<file path="src/rtl/mriscv_pkg.sv">
// Shared mriscv core constants: bus FSM state encodings, requester IDs and AXI prot values.
package mriscv_pkg;

  typedef logic [1:0] bus_state_t;

  localparam bus_state_t IDLE = 2'd0;
  localparam bus_state_t ADDR = 2'd1;
  localparam bus_state_t DATA = 2'd2;

  localparam logic PORT_IFU = 1'b0;
  localparam logic PORT_LSU = 1'b1;

  // AXI AxPROT bit meanings: [0] privileged, [1] non-secure, [2] instruction
  localparam logic [2:0] PROT_DATA_DEF = 3'b000;
  localparam logic [2:0] PROT_PRIV     = 3'b001;
  localparam logic [2:0] PROT_NONSEC   = 3'b010;
  localparam logic [2:0] PROT_INSTR    = 3'b100;

endpackage

</file>
<file path="src/rtl/rr_arbiter2.sv">
// Two-way round-robin grant: on a tie the port that did not win last time is granted,
// unless fixed priority is selected, in which case port 0 always wins.
module rr_arbiter2
  import mriscv_pkg::*;
(
  input  logic [1:0] req,
  input  logic       last,
  input  logic       fixed,
  output logic [1:0] gnt
);

  always_comb begin
    gnt = req;
    if (req == 2'b11) begin
      gnt = (fixed || (last == PORT_LSU)) ? 2'b01 : 2'b10;
    end
  end

endmodule

</file>
<file path="src/rtl/axi_lite_rd_arbiter.sv">
// Shares one AXI4-Lite read channel between instruction fetch (port 0) and data load (port 1),
// one outstanding read at a time, with a per-transaction timeout that returns an error response.
module axi_lite_rd_arbiter
  import mriscv_pkg::*;
#(
  parameter int ADDR_W     = 32,
  parameter int DATA_W     = 32,
  parameter int TIMEOUT    = 255,
  parameter int FIXED_PRIO = 0
) (
  input  logic              clk,
  input  logic              rst,
  input  logic              req0_valid,
  input  logic [ADDR_W-1:0] req0_addr,
  input  logic [2:0]        req0_prot,
  output logic              req0_ready,
  output logic              rsp0_valid,
  output logic [DATA_W-1:0] rsp0_data,
  output logic              rsp0_err,
  input  logic              req1_valid,
  input  logic [ADDR_W-1:0] req1_addr,
  input  logic [2:0]        req1_prot,
  output logic              req1_ready,
  output logic              rsp1_valid,
  output logic [DATA_W-1:0] rsp1_data,
  output logic              rsp1_err,
  output logic              ARvalid,
  input  logic              ARready,
  output logic [ADDR_W-1:0] ARdata,
  output logic [2:0]        ARprot,
  input  logic              Rvalid,
  output logic              RReady,
  input  logic [DATA_W-1:0] Rdata
);

  // The abort decision is taken two cycles short of TIMEOUT so that the error
  // response pulses exactly TIMEOUT cycles after the request was accepted.
  localparam int               CNT_W      = (TIMEOUT < 2) ? 1 : $clog2(TIMEOUT + 1);
  localparam logic [CNT_W-1:0] EXPIRE_AT  = CNT_W'((TIMEOUT >= 2) ? TIMEOUT - 2 : 0);
  localparam logic             TIMEOUT_EN = (TIMEOUT != 0);
  localparam logic             FIXED      = (FIXED_PRIO != 0);

  bus_state_t        state;
  logic              last_grant;
  logic              owner;
  logic [CNT_W-1:0]  cnt;
  logic [1:0]        gnt;
  logic              accept;
  logic              busy;
  logic              expire;
  logic              fin_ok;
  logic              fin_err;
  logic              fin;
  logic [ADDR_W-1:0] win_addr;
  logic [2:0]        win_prot;

  rr_arbiter2 u_arb (
    .req   ({req1_valid, req0_valid}),
    .last  (last_grant),
    .fixed (FIXED),
    .gnt   (gnt)
  );

  always_comb begin
    accept     = (state == IDLE) && !rst && (gnt != 2'b00);
    req0_ready = accept && gnt[0];
    req1_ready = accept && gnt[1];
    win_addr   = gnt[1] ? req1_addr : req0_addr;
    win_prot   = gnt[1] ? req1_prot : req0_prot;
    busy       = (state == ADDR) || (state == DATA);
    expire     = TIMEOUT_EN && busy && (cnt >= EXPIRE_AT);
    fin_ok     = (state == DATA) && Rvalid;
    // A handshake arriving in the expiry cycle takes precedence over the abort.
    fin_err    = expire && !fin_ok && !((state == ADDR) && ARready);
    fin        = fin_ok || fin_err;
  end

  always_ff @(posedge clk) begin
    if (rst) begin
      state      <= IDLE;
      last_grant <= PORT_LSU;
      cnt        <= '0;
      ARvalid    <= 1'b0;
      ARdata     <= '0;
      ARprot     <= '0;
      RReady     <= 1'b0;
      rsp0_valid <= 1'b0;
      rsp0_data  <= '0;
      rsp0_err   <= 1'b0;
      rsp1_valid <= 1'b0;
      rsp1_data  <= '0;
      rsp1_err   <= 1'b0;
    end else begin
      rsp0_valid <= fin && (owner == PORT_IFU);
      rsp1_valid <= fin && (owner == PORT_LSU);
      if (fin && (owner == PORT_IFU)) begin
        rsp0_data <= fin_ok ? Rdata : '0;
        rsp0_err  <= fin_err;
      end
      if (fin && (owner == PORT_LSU)) begin
        rsp1_data <= fin_ok ? Rdata : '0;
        rsp1_err  <= fin_err;
      end

      if (busy && (cnt < EXPIRE_AT)) begin
        cnt <= cnt + 1'b1;
      end

      case (state)
        IDLE: begin
          if (accept) begin
            state      <= ADDR;
            ARvalid    <= 1'b1;
            ARdata     <= win_addr;
            ARprot     <= win_prot;
            owner      <= gnt[1];
            last_grant <= gnt[1];
            cnt        <= '0;
          end
        end
        ADDR: begin
          if (ARready) begin
            ARvalid <= 1'b0;
            RReady  <= 1'b1;
            state   <= DATA;
          end else if (fin_err) begin
            ARvalid <= 1'b0;
            state   <= IDLE;
          end
        end
        DATA: begin
          if (fin) begin
            RReady <= 1'b0;
            state  <= IDLE;
          end
        end
        default: begin
          state   <= IDLE;
          ARvalid <= 1'b0;
          RReady  <= 1'b0;
        end
      endcase
    end
  end

endmodule

</file>
<file path="config.mk">
export PLATFORM = sky130hd
export DESIGN_NAME = axi_lite_rd_arbiter
export DESIGN_NICKNAME = d
export VERILOG_FILES = /design/src/rtl/mriscv_pkg.sv /design/src/rtl/rr_arbiter2.sv /design/src/rtl/axi_lite_rd_arbiter.sv
export SDC_FILE = /design/constraint.sdc
export NUM_CORES = 1
export LEC_CHECK = 0
export CORE_MARGIN = 3
export CORE_UTILIZATION = 44
export CTS_BUF_LIST = sky130_fd_sc_hd__clkbuf_8 sky130_fd_sc_hd__clkbuf_16
export DETAILED_ROUTE_END_ITERATION = 8
export GPL_TIMING_DRIVEN = 0
export PLACE_DENSITY = 0.91
export SETUP_SLACK_MARGIN = 0.05
export SKIP_CTS_REPAIR_TIMING = 1
export SYNTH_ARGS = -nofsm -noshare
export SYNTH_HDL_FRONTEND = slang
export SYNTH_SLANG_ARGS = --single-unit
</file>
<file path="constraint.sdc">
create_clock -name clk -period 4.71 [get_ports clk]
set_clock_uncertainty 0.1 [all_clocks]
set_input_delay 0.942 -clock clk [delete_from_list [all_inputs] [get_ports clk]]
set_output_delay 0.942 -clock clk [all_outputs]
set_load 0.1 [all_outputs]
</file>
Word level (Yosys, flattened, before mapping)
Cells that the tools add are included.
{"block": "op_classes", "add_sub_neg": 1, "n_lt_le_gt_ge": 2, "n_eq_ne": 7, "muxes": 20, "bitwise_logic": 4, "n_reduce_logical": 24}
{"op": "2-to-1 mux 32 bit", "count": 2}
{"op": "2-to-1 mux 8 bit", "count": 3}
{"op": "logical AND 1 bit", "count": 12}
{"op": "2-to-1 mux 2 bit", "count": 6}
{"op": "AND reduction 3 bit", "count": 4}
{"op": "adder 8 x 1 -> 8 bit (second input constant)", "count": 1}
{"op": "greater-or-equal comparator 8 bit (second input constant)", "count": 1}
{"op": "less-than comparator 8 bit (second input constant)", "count": 1}
{"op": "inequality test 2 bit (second input constant)", "count": 3}
{"op": "case mux 1 bit (3 select lines)", "count": 2}
{"op": "case mux 2 bit (3 select lines)", "count": 1}
{"op": "2-to-1 mux 1 bit", "count": 5}
{"op": "equality test 2 bit (second input constant)", "count": 2}
{"op": "inverter 1 bit", "count": 4}
{"op": "logical NOT 1 bit", "count": 3}
{"op": "2-to-1 mux 3 bit", "count": 1}
{"op": "inequality test 3 bit (second input constant)", "count": 1}
{"op": "equality test 2 x 1 -> 1 bit (second input constant)", "count": 1}
{"op": "logical NOT 2 bit", "count": 1}
{"op": "logical OR 1 bit", "count": 2}
{"op": "AND reduction 2 bit", "count": 1}
{"op": "nonzero test 2 bit", "count": 1}
{"block": "word_totals", "register_bits": 117, "elab_cells": 72}

Logic depth before layout (Yosys ltp)
Gate-level depths: netlist (run 1).
{"block": "logic_depth", "word_depth": 8, "depth_mapped": 8, "depth_no_buf": 7}

Modules after synthesis
From an unflattened synthesis (run 1), not the netlist that was laid out.
{"block": "hier_totals", "cells_unflattened": 405, "area_unflattened_um2": 4342.9}
{"module": "axi_lite_rd_arbiter", "n_inst": 1, "cells_per_inst": 401, "area_each_um2": 4320.4, "seq_area_each_um2": 2352.3}
{"module": "rr_arbiter2", "n_inst": 1, "cells_per_inst": 4, "area_each_um2": 22.5, "seq_area_each_um2": 0.0}

Worst setup path before layout (run 1)
No wires, ideal clock.
{"block": "synth_path", "kind": "input to output", "start": "in rst", "end": "out req0_ready", "t_arrival_ns": 2.611, "t_required_ns": 3.668, "setup_slack_ns": 1.057, "cell_stages": 3, "cell_sequence": "nor2b_1 -> nand2_1 -> a21oi_1"}
{"block": "synth_between", "elab_chain_cells": 4}
{"element": "from (decl)", "line": "axi_lite_rd_arbiter.sv:12", "rtl": "input logic rst,"}
{"element": "logical NOT 1 bit", "line": "axi_lite_rd_arbiter.sv:65", "rtl": "accept = (state == IDLE) && !rst && (gnt != 2'b00);"}
{"element": "logical AND 1 bit (2 in series)", "line": "axi_lite_rd_arbiter.sv:65"}
{"element": "logical AND 1 bit", "line": "axi_lite_rd_arbiter.sv:66", "rtl": "req0_ready = accept && gnt[0];"}
{"element": "to (decl)", "line": "axi_lite_rd_arbiter.sv:16", "rtl": "output logic req0_ready,"}
Every way passes these cells.

Worst setup path after layout (run 1)
{"block": "layout_path", "start": "in req1_valid", "end": "out req1_ready"}
{"block": "layout_between", "elab_chain_cells": 5}
{"element": "from (decl)", "line": "axi_lite_rd_arbiter.sv:20", "rtl": "input logic req1_valid,"}
{"element": "equality test 2 bit", "line": "rr_arbiter2.sv:14", "rtl": "if (req == 2'b11) begin"}
{"element": "2-to-1 mux 2 bit *", "line": "rr_arbiter2.sv:14"}
{"element": "net gnt[1]", "line": "axi_lite_rd_arbiter.sv:47", "rtl": "logic [1:0] gnt;"}
{"element": "nonzero test 2 bit", "line": "axi_lite_rd_arbiter.sv:65"}
{"element": "logical AND 1 bit", "line": "axi_lite_rd_arbiter.sv:65"}
{"element": "logical AND 1 bit *", "line": "axi_lite_rd_arbiter.sv:67", "rtl": "req1_ready = accept && gnt[1];"}
{"element": "to (decl)", "line": "axi_lite_rd_arbiter.sv:23", "rtl": "output logic req1_ready,"}
Mark *: on every way through the listed nets, which the timed path passes. The rest lies on a longest branch.

==> results.yml, run 1 <==
outcome:
  status: "finished, final reports clean"
grt:
  grt_use_met1_pct: 26.70
  use_met3_pct: 8.158
  busiest_layer: "met2"
  grt_max_degree: 17
  grt_pass1_vias: 4585
  grt_pass1_wl_um: 23030
  grt_antenna_before_repair: 0
  grt_overflow: 0
  grt_use_total_pct: 25.15
  grt_util_met2_pct: 46.27
power_and_ir_drop:
  power_density_nw_per_um2: 428.6
  seqPwrFrac_pct: 33.7
  ir_drop_mv: 0.2951
  share_comb_of_total_power_pct: 24.8
  clkPwrFrac_pct: 41.5
  leakage_nw: 2.819
  p_sw_mw: 1.044
  switching_share_pct: 32.52
  p_int_mw: 2.166
place:
  place_area_um2: 6869
  io_buffers: 214
  place.gp.congestion: 0.8460
  hpwlAfterDp_um: 11130
  place_ws_ns: -0.02320
drt:
  vias_per_cell: 5.639
  wirelength_um: 15000
  avgRoutedWirePerCell_um: 18.75
  vias: 4511
  drt-initial-drc-count: 380
  ant_nets: 0
  drcViolationCount: 0
  firstDrtPassIters: 5
floorplan:
  std_cell_rows: 36
  core_area_um2: 9910
  die_h_um: 107.8
  dieArea_um2: 11620
  ioPinCount: 215
  initial_core_util_pct: 46.02
  die_w_um: 107.8
clocking:
  ctsLongestPathBuffers: 2
  htree_levels: 4
  numCtsBuffers: 17
  cts_sinks: 117
  clkTransAtPathRegs_ns: 0.05
  tritoncts: "done"
  root_buffer: "clkbuf_8"
  clk_latency_ns: 0.49
critical_path:
  crit_type: "in2out"
  critical_path.max_fanout: 10
  arrival_ns: 3.28
  reg2reg_from: "state[1]"
  r2r-end: "ARdata[10]"
  path_common_cell: "buf_2"
  worstSetupEndpointType: "output port"
  cp_slowest_cell: "dlymetal6s2s_1"
  worst_setup_path_start_kind: "primary input"
  crit_path_max_incr_delay_ns: 0.75
  r2r_cells: 7
  r2r_slack_ns: 2.32
  cp_cell_sequence: "clkdlybuf4s50_1 > a21boi_0 > buf_2 > buf_2 > and2_1 > dlymetal6s2s_1"
  crit_required_ns: 3.67
hold_path:
  worstHoldStart: "rsp0_data[1]"
  whs_endpoint: "rsp0_data[1]"
  min_path_type: "reg2reg"
  min_path_cells: 1
cells_and_area:
  drive_above_1_share_pct: 12.59
  fin_area_um2: 7488
  area_growth_pct: 64.20
  seqCellArea_um2: 2352
  nets: 768
  n_fill_cell: 659
  multi_input_area_um2: 1988
  antennaDiodeCount: 0
timing:
  tightest_slew_ns: 1.045
  fin_crit_sh_pct: 91.82
  hold_viol: 0
  setup_violations: 0
  whs_ns: 0.3650
  postLayoutSetupSlackWorst_ns: 0.3853
  maxSlewHeadroom_pct: 30.09
  rsz0062_at_grt: "false"
  slew_viol_final: 0
  layout_min_cycle_time_ns: 4.325
  fmax_mhz: 231.2
yosys:
  yosys-top-cells-count: "116 x dfxtp_1, 60 x a32o_1, 52 x nor2_1"
  ys_top_cells_by_area: "dfxtp_1 51%, a32o_1 13%, mux2i_1 7.9%"
  synth_seq_area_share_pct: 51.58
  synth_flop_cell: "dfxtp_1"
  syn_area_per_cell_um2: 10.83
  synth_edf_count: 1
  synth_cell_types: 40
  ys_warn_count: 0
  async_reset_ff_share_pct: 0
  yosys.area.top_type: "dfxtp_1"
  post-synth-top-count-cell: "dfxtp_1"
  synth-seq-cells: 117
  syn_area_um2: 4561
  yosys.area.top_type_share_pct: 50.92
  synth_cells: 421
  syn_nets: 535
run:
  max_cap_viol_count: 0
through the flow:
stage / TNS (ns) / utilization, % / power [mW] / std cells
6_report: 0 / 75.57 / 3.209 / 800
5_1_grt: 0 / 75.57 / 3.299 / 800
4_1_cts: -0.02563 / 75.54 / 3.223 / 800
3_5_place_dp: -0.02320 / 69.32 / 1.891 / 768
3_3_place_gp: 0 / 69.32 / 1.875 / 768
2_1_floorplan: 0 / - / 1.639 / 421
critical path: cells and delay by family:
family / cells / cell delay, ns
and+or+nand+nor: 1 / 0.18
buffers and inverters: 4 / 1.95
AOI/OAI and AO/OA: 1 / 0.21
cell type report:
type,instances,share of cell area [%]
buffer,35,2.439
clock buffer,17,5.530
clock inverter,15,2.707
inverter,10,0.5013
multi-input combinational,259,26.55
sequential,117,31.41
tap,133,2.222
timing repair buffer,214,28.64
metal layers:
metal,routed length [um],vias up,share of wire [%]
li1,-,2077,-
met1,5614,2152,37
met2,7727,255,52
met3,1366,27,9.1
met4,292,0,1.9
met5,0,-,0
cell families after synthesis:
family,Yosys count,share of synthesized area (%)
xor+xnor,5,0.9602
flops,117,51.58
mux,36,7.901
buf+inv,45,4.828
compound gates,129,24.83
simple gates,83,8.258
fa+ha+maj,6,1.646
state kept, by name, summed over array words and instances (netlist names), 2 cells and up:
register / flops
rsp1_data: 32
ARprot: 3
cnt: 8
rsp0_data: 32
ARdata: 32
state: 2
layout by cell type, fill, tap and decap left out, drive strengths merged, types with 6 or more instances in the layout:
master / synthesis / layout
nor3: 6 / 6
nand2: 8 / 8
a31o: 36 / 36
a21oi: 13 / 13
dfxtp: 116 / 116
ha: 6 / 6
clkdlybuf4s50: 0 / 213
clkbuf: 24 / 41
inv: 10 / 15
nor2: 52 / 52
a32o: 60 / 60
mux2i: 36 / 36
o21ai: 7 / 7
buf: 11 / 11
power by group through the flow:
stage,registers [mW],logic [mW],clock network (mW)
6_report,1.08,0.796,1.33
5_1_grt,1.09,0.830,1.38
4_1_cts,1.08,0.797,1.35
3_3_place_gp,1.10,0.779,0
3_5_place_dp,1.10,0.791,0
2_1_floorplan,1.44,0.197,0
worst max-delay path by stage:
| stage | startpoint | end | slack [ns] | depth (start not counted) |
|---|---|---|---|---|
| final | req1_valid | req1_ready | 0.39 | 6 |
| after global routing | req1_valid | req1_ready | 0.25 | 6 |
| after CTS | req1_valid | req1_ready | -0.03 | 6 |
| after detailed placement | req1_valid | req1_ready | -0.02 | 6 |
| after global placement | req1_valid | req1_ready | 0.02 | 6 |
| after floorplan | rst | req0_ready | 1.06 | 3 |
Note: power is estimated with default switching activity, not from simulation.
==> run 2, diff against run 1 <==
--- a/config.mk
+++ b/config.mk
@@ -5,8 +5,9 @@
 export SDC_FILE = /design/constraint.sdc
 export NUM_CORES = 1
 export LEC_CHECK = 0
+export CAP_MARGIN = 20
 export CORE_MARGIN = 3
-export CORE_UTILIZATION = 44
+export CORE_UTILIZATION = 43
 export CTS_BUF_LIST = sky130_fd_sc_hd__clkbuf_8 sky130_fd_sc_hd__clkbuf_16
 export DETAILED_ROUTE_END_ITERATION = 8
 export GPL_TIMING_DRIVEN = 0
@@ -15,4 +16,6 @@
 export SKIP_CTS_REPAIR_TIMING = 1
 export SYNTH_ARGS = -nofsm -noshare
 export SYNTH_HDL_FRONTEND = slang
+export SYNTH_HIERARCHICAL = 1
 export SYNTH_SLANG_ARGS = --single-unit
+export TNS_END_PERCENT = 10
==> results.yml, run 2 <==
critical_path:
  critical_path.max_fanout: 10
  crit_type: "in2out"
  cp_slowest_cell: "clkbuf_2"
  r2r-end: "ARdata[12]"
  crit_path_max_incr_delay_ns: 0.54
  r2r_cells: 10
  arrival_ns: 3.31
  cp_cell_sequence: "clkdlybuf4s50_1 > o21ai_1 > and2_1 > buf_2 > nand2_1 > inv_1 > buf_1 > clkbuf_2"
  crit_required_ns: 3.67
  r2r_slack_ns: 2.12
  worstSetupEndpointType: "output port"
  reg2reg_from: "last_grant"
  worst_setup_path_start_kind: "primary input"
grt:
  grt_max_degree: 17
  grt_pass1_wl_um: 23610
  grt_antenna_before_repair: 0
  grt_overflow: 0
  grt_pass1_vias: 4565
  grt_use_total_pct: 26.40
yosys:
  synth_cell_types: 49
  yosys-top-cells-count: "116 x dfxtp_1, 52 x a32o_1, 36 x nor2_1"
  post-synth-top-count-cell: "dfxtp_1"
  syn_area_per_cell_um2: 10.72
  synth_seq_area_share_pct: 54.16
  ys_top_cells_by_area: "dfxtp_1 53%, a32o_1 12%, a222oi_1 5.1%"
  async_reset_ff_share_pct: 0
  synth_edf_count: 1
  yosys.area.top_type: "dfxtp_1"
  ys_warn_count: 6
  synth_flop_cell: "dfxtp_1"
  syn_area_um2: 4343
  synth-seq-cells: 117
  yosys.area.top_type_share_pct: 53.47
  synth_cells: 405
floorplan:
  std_cell_rows: 36
  dieArea_um2: 11340
  ioPinCount: 215
  die_w_um: 106.5
  initial_core_util_pct: 44.43
  core_area_um2: 9774
  die_h_um: 106.5
power_and_ir_drop:
  leakage_nw: 2.727
  power_density_nw_per_um2: 435.9
  ir_drop_mv: 0.3001
hold_path:
  min_path_cells: 1
  worstHoldStart: "rsp0_data[27]"
  min_path_type: "reg2reg"
  whs_endpoint: "rsp0_data[27]"
timing:
  fin_crit_sh_pct: 92.40
  fmax_mhz: 229.8
  hold_viol: 0
  tns_ns: 0
  postLayoutSetupSlackWorst_ns: 0.3581
  layout_min_cycle_time_ns: 4.352
  slew_viol_final: 0
  setup_violations: 0
  rsz0062_at_grt: "false"
  tightest_slew_ns: 1.038
  maxSlewHeadroom_pct: 30.55
cells_and_area:
  antennaDiodeCount: 0
  drive_above_1_share_pct: 7.527
  n_fill_cell: 669
  final_common_cell: "clkdlybuf4s50_1"
  final_cell_mix: "211 x clkdlybuf4s50_1, 116 x dfxtp_1, 52 x a32o_1, 36 x nor2_1, 24 x inv_1"
  top_regs: "ARdata x32, rsp0_data x32, rsp1_data x32"
  area_growth_pct: 66.61
  nets: 752
clocking:
  cts_sinks: 117
  root_buffer: "clkbuf_8"
  htree_levels: 4
  tritoncts: "done"
  clkTransAtPathRegs_ns: 0.06
  ctsLongestPathBuffers: 2
  numCtsBuffers: 17
  clk_latency_ns: 0.52
place:
  place.gp.congestion: 0.8621
  hpwlAfterDp_um: 11400
  place_ws_ns: -0.2822
  io_buffers: 213
drt:
  vias: 4438
  avgRoutedWirePerCell_um: 19.45
  vias_per_cell: 5.661
  drcViolationCount: 0
  ant_nets: 0
  wirelength_um: 15250
  firstDrtPassIters: 5
  drt-initial-drc-count: 390
outcome:
  status: "finished, final reports clean"
run:
  max_cap_viol_count: 0
[run 2: cell types whose count changed in the layout (fill, tap and decap cells not counted), moves of 9 or more]
cell and change:
nor2_1 -16, o22ai_1 +9, inv_1 +14, mux2i_1 -30, a222oi_1 +22, a31o_2 -36
[run 2: critical path: cells and delay by family]
family,cells,cell delay [ns]
simple gates,2,0.42
buf+inv,5,1.85
compound gates,1,0.09
[run 2: kinds of logic (layout without fill, tap and decap cells)]
| kind of cell | after synthesis | count (layout) | synth area share [%] |
|---|---|---|---|
| flops | 117 | 117 | 54.16 |
| buf+inv | 55 | 300 | 5.877 |
| xor+xnor | 5 | 5 | 1.008 |
| compound gates | 128 | 128 | 25.87 |
| fa+ha+maj | 6 | 6 | 1.729 |
| simple gates | 87 | 87 | 9.882 |
| other cells | 1 | 2 | 0.08635 |
| mux | 6 | 6 | 1.383 |
[run 2: layer usage]
layer / track usage [%] / wire [um]
met1: 27.39 / 5530
met5: 0 / 0
met3: 10.26 / 1552
met2: 48.01 / 7715
met4: 9.772 / 448
[run 2: area by class of cell]
type | count | area (um^2) | share of cell area (%)
Inverter | 24 | 90.09 | 1.245
Clock buffer | 17 | 414.1 | 5.724
Timing Repair Buffer | 213 | 2130 | 29.43
Tap cell | 133 | 166.4 | 2.300
Buffer | 31 | 165.2 | 2.283
Clock inverter | 15 | 178.9 | 2.473
Sequential cell | 117 | 2352 | 32.51
Multi-Input combinational cell | 234 | 1739 | 24.04
[run 2: through the flow]
| stage | hold slack, ns | instance area [um^2] | utilization [%] | power [mW] | std cells |
|---|---|---|---|---|---|
| after CTS | 0.3681 | 7238 | 74.05 | 3.165 | 784 |
| after floorplan | 0.3641 | 4347 | - | 1.619 | 406 |
| after global routing | 0.3734 | 7236 | 74.03 | 3.247 | 784 |
| final | 0.3638 | 7236 | 74.03 | 3.154 | 784 |
| after global placement | 0.3451 | 6645 | 67.99 | 1.856 | 752 |
| after detailed placement | 0.3506 | 6645 | 67.99 | 1.873 | 752 |
[run 2: where the power goes]
group	internal, mW	switching (mW)
clock network	0.808	0.487
logic	0.234	0.547
registers	1.05	0.0321
total	2.09	1.07
[run 2: worst max-delay path by stage]
stage / startpoint / to / slack, ns / cells after the start
after CTS: req0_valid / req1_ready / -0.33 / 8
after floorplan: req0_valid / req1_ready / 1.00 / 6
after global routing: req0_valid / req1_ready / 0.20 / 8
after global placement: req0_valid / req1_ready / -0.21 / 8
final: req0_valid / req1_ready / 0.36 / 8
after detailed placement: req0_valid / req1_ready / -0.28 / 8
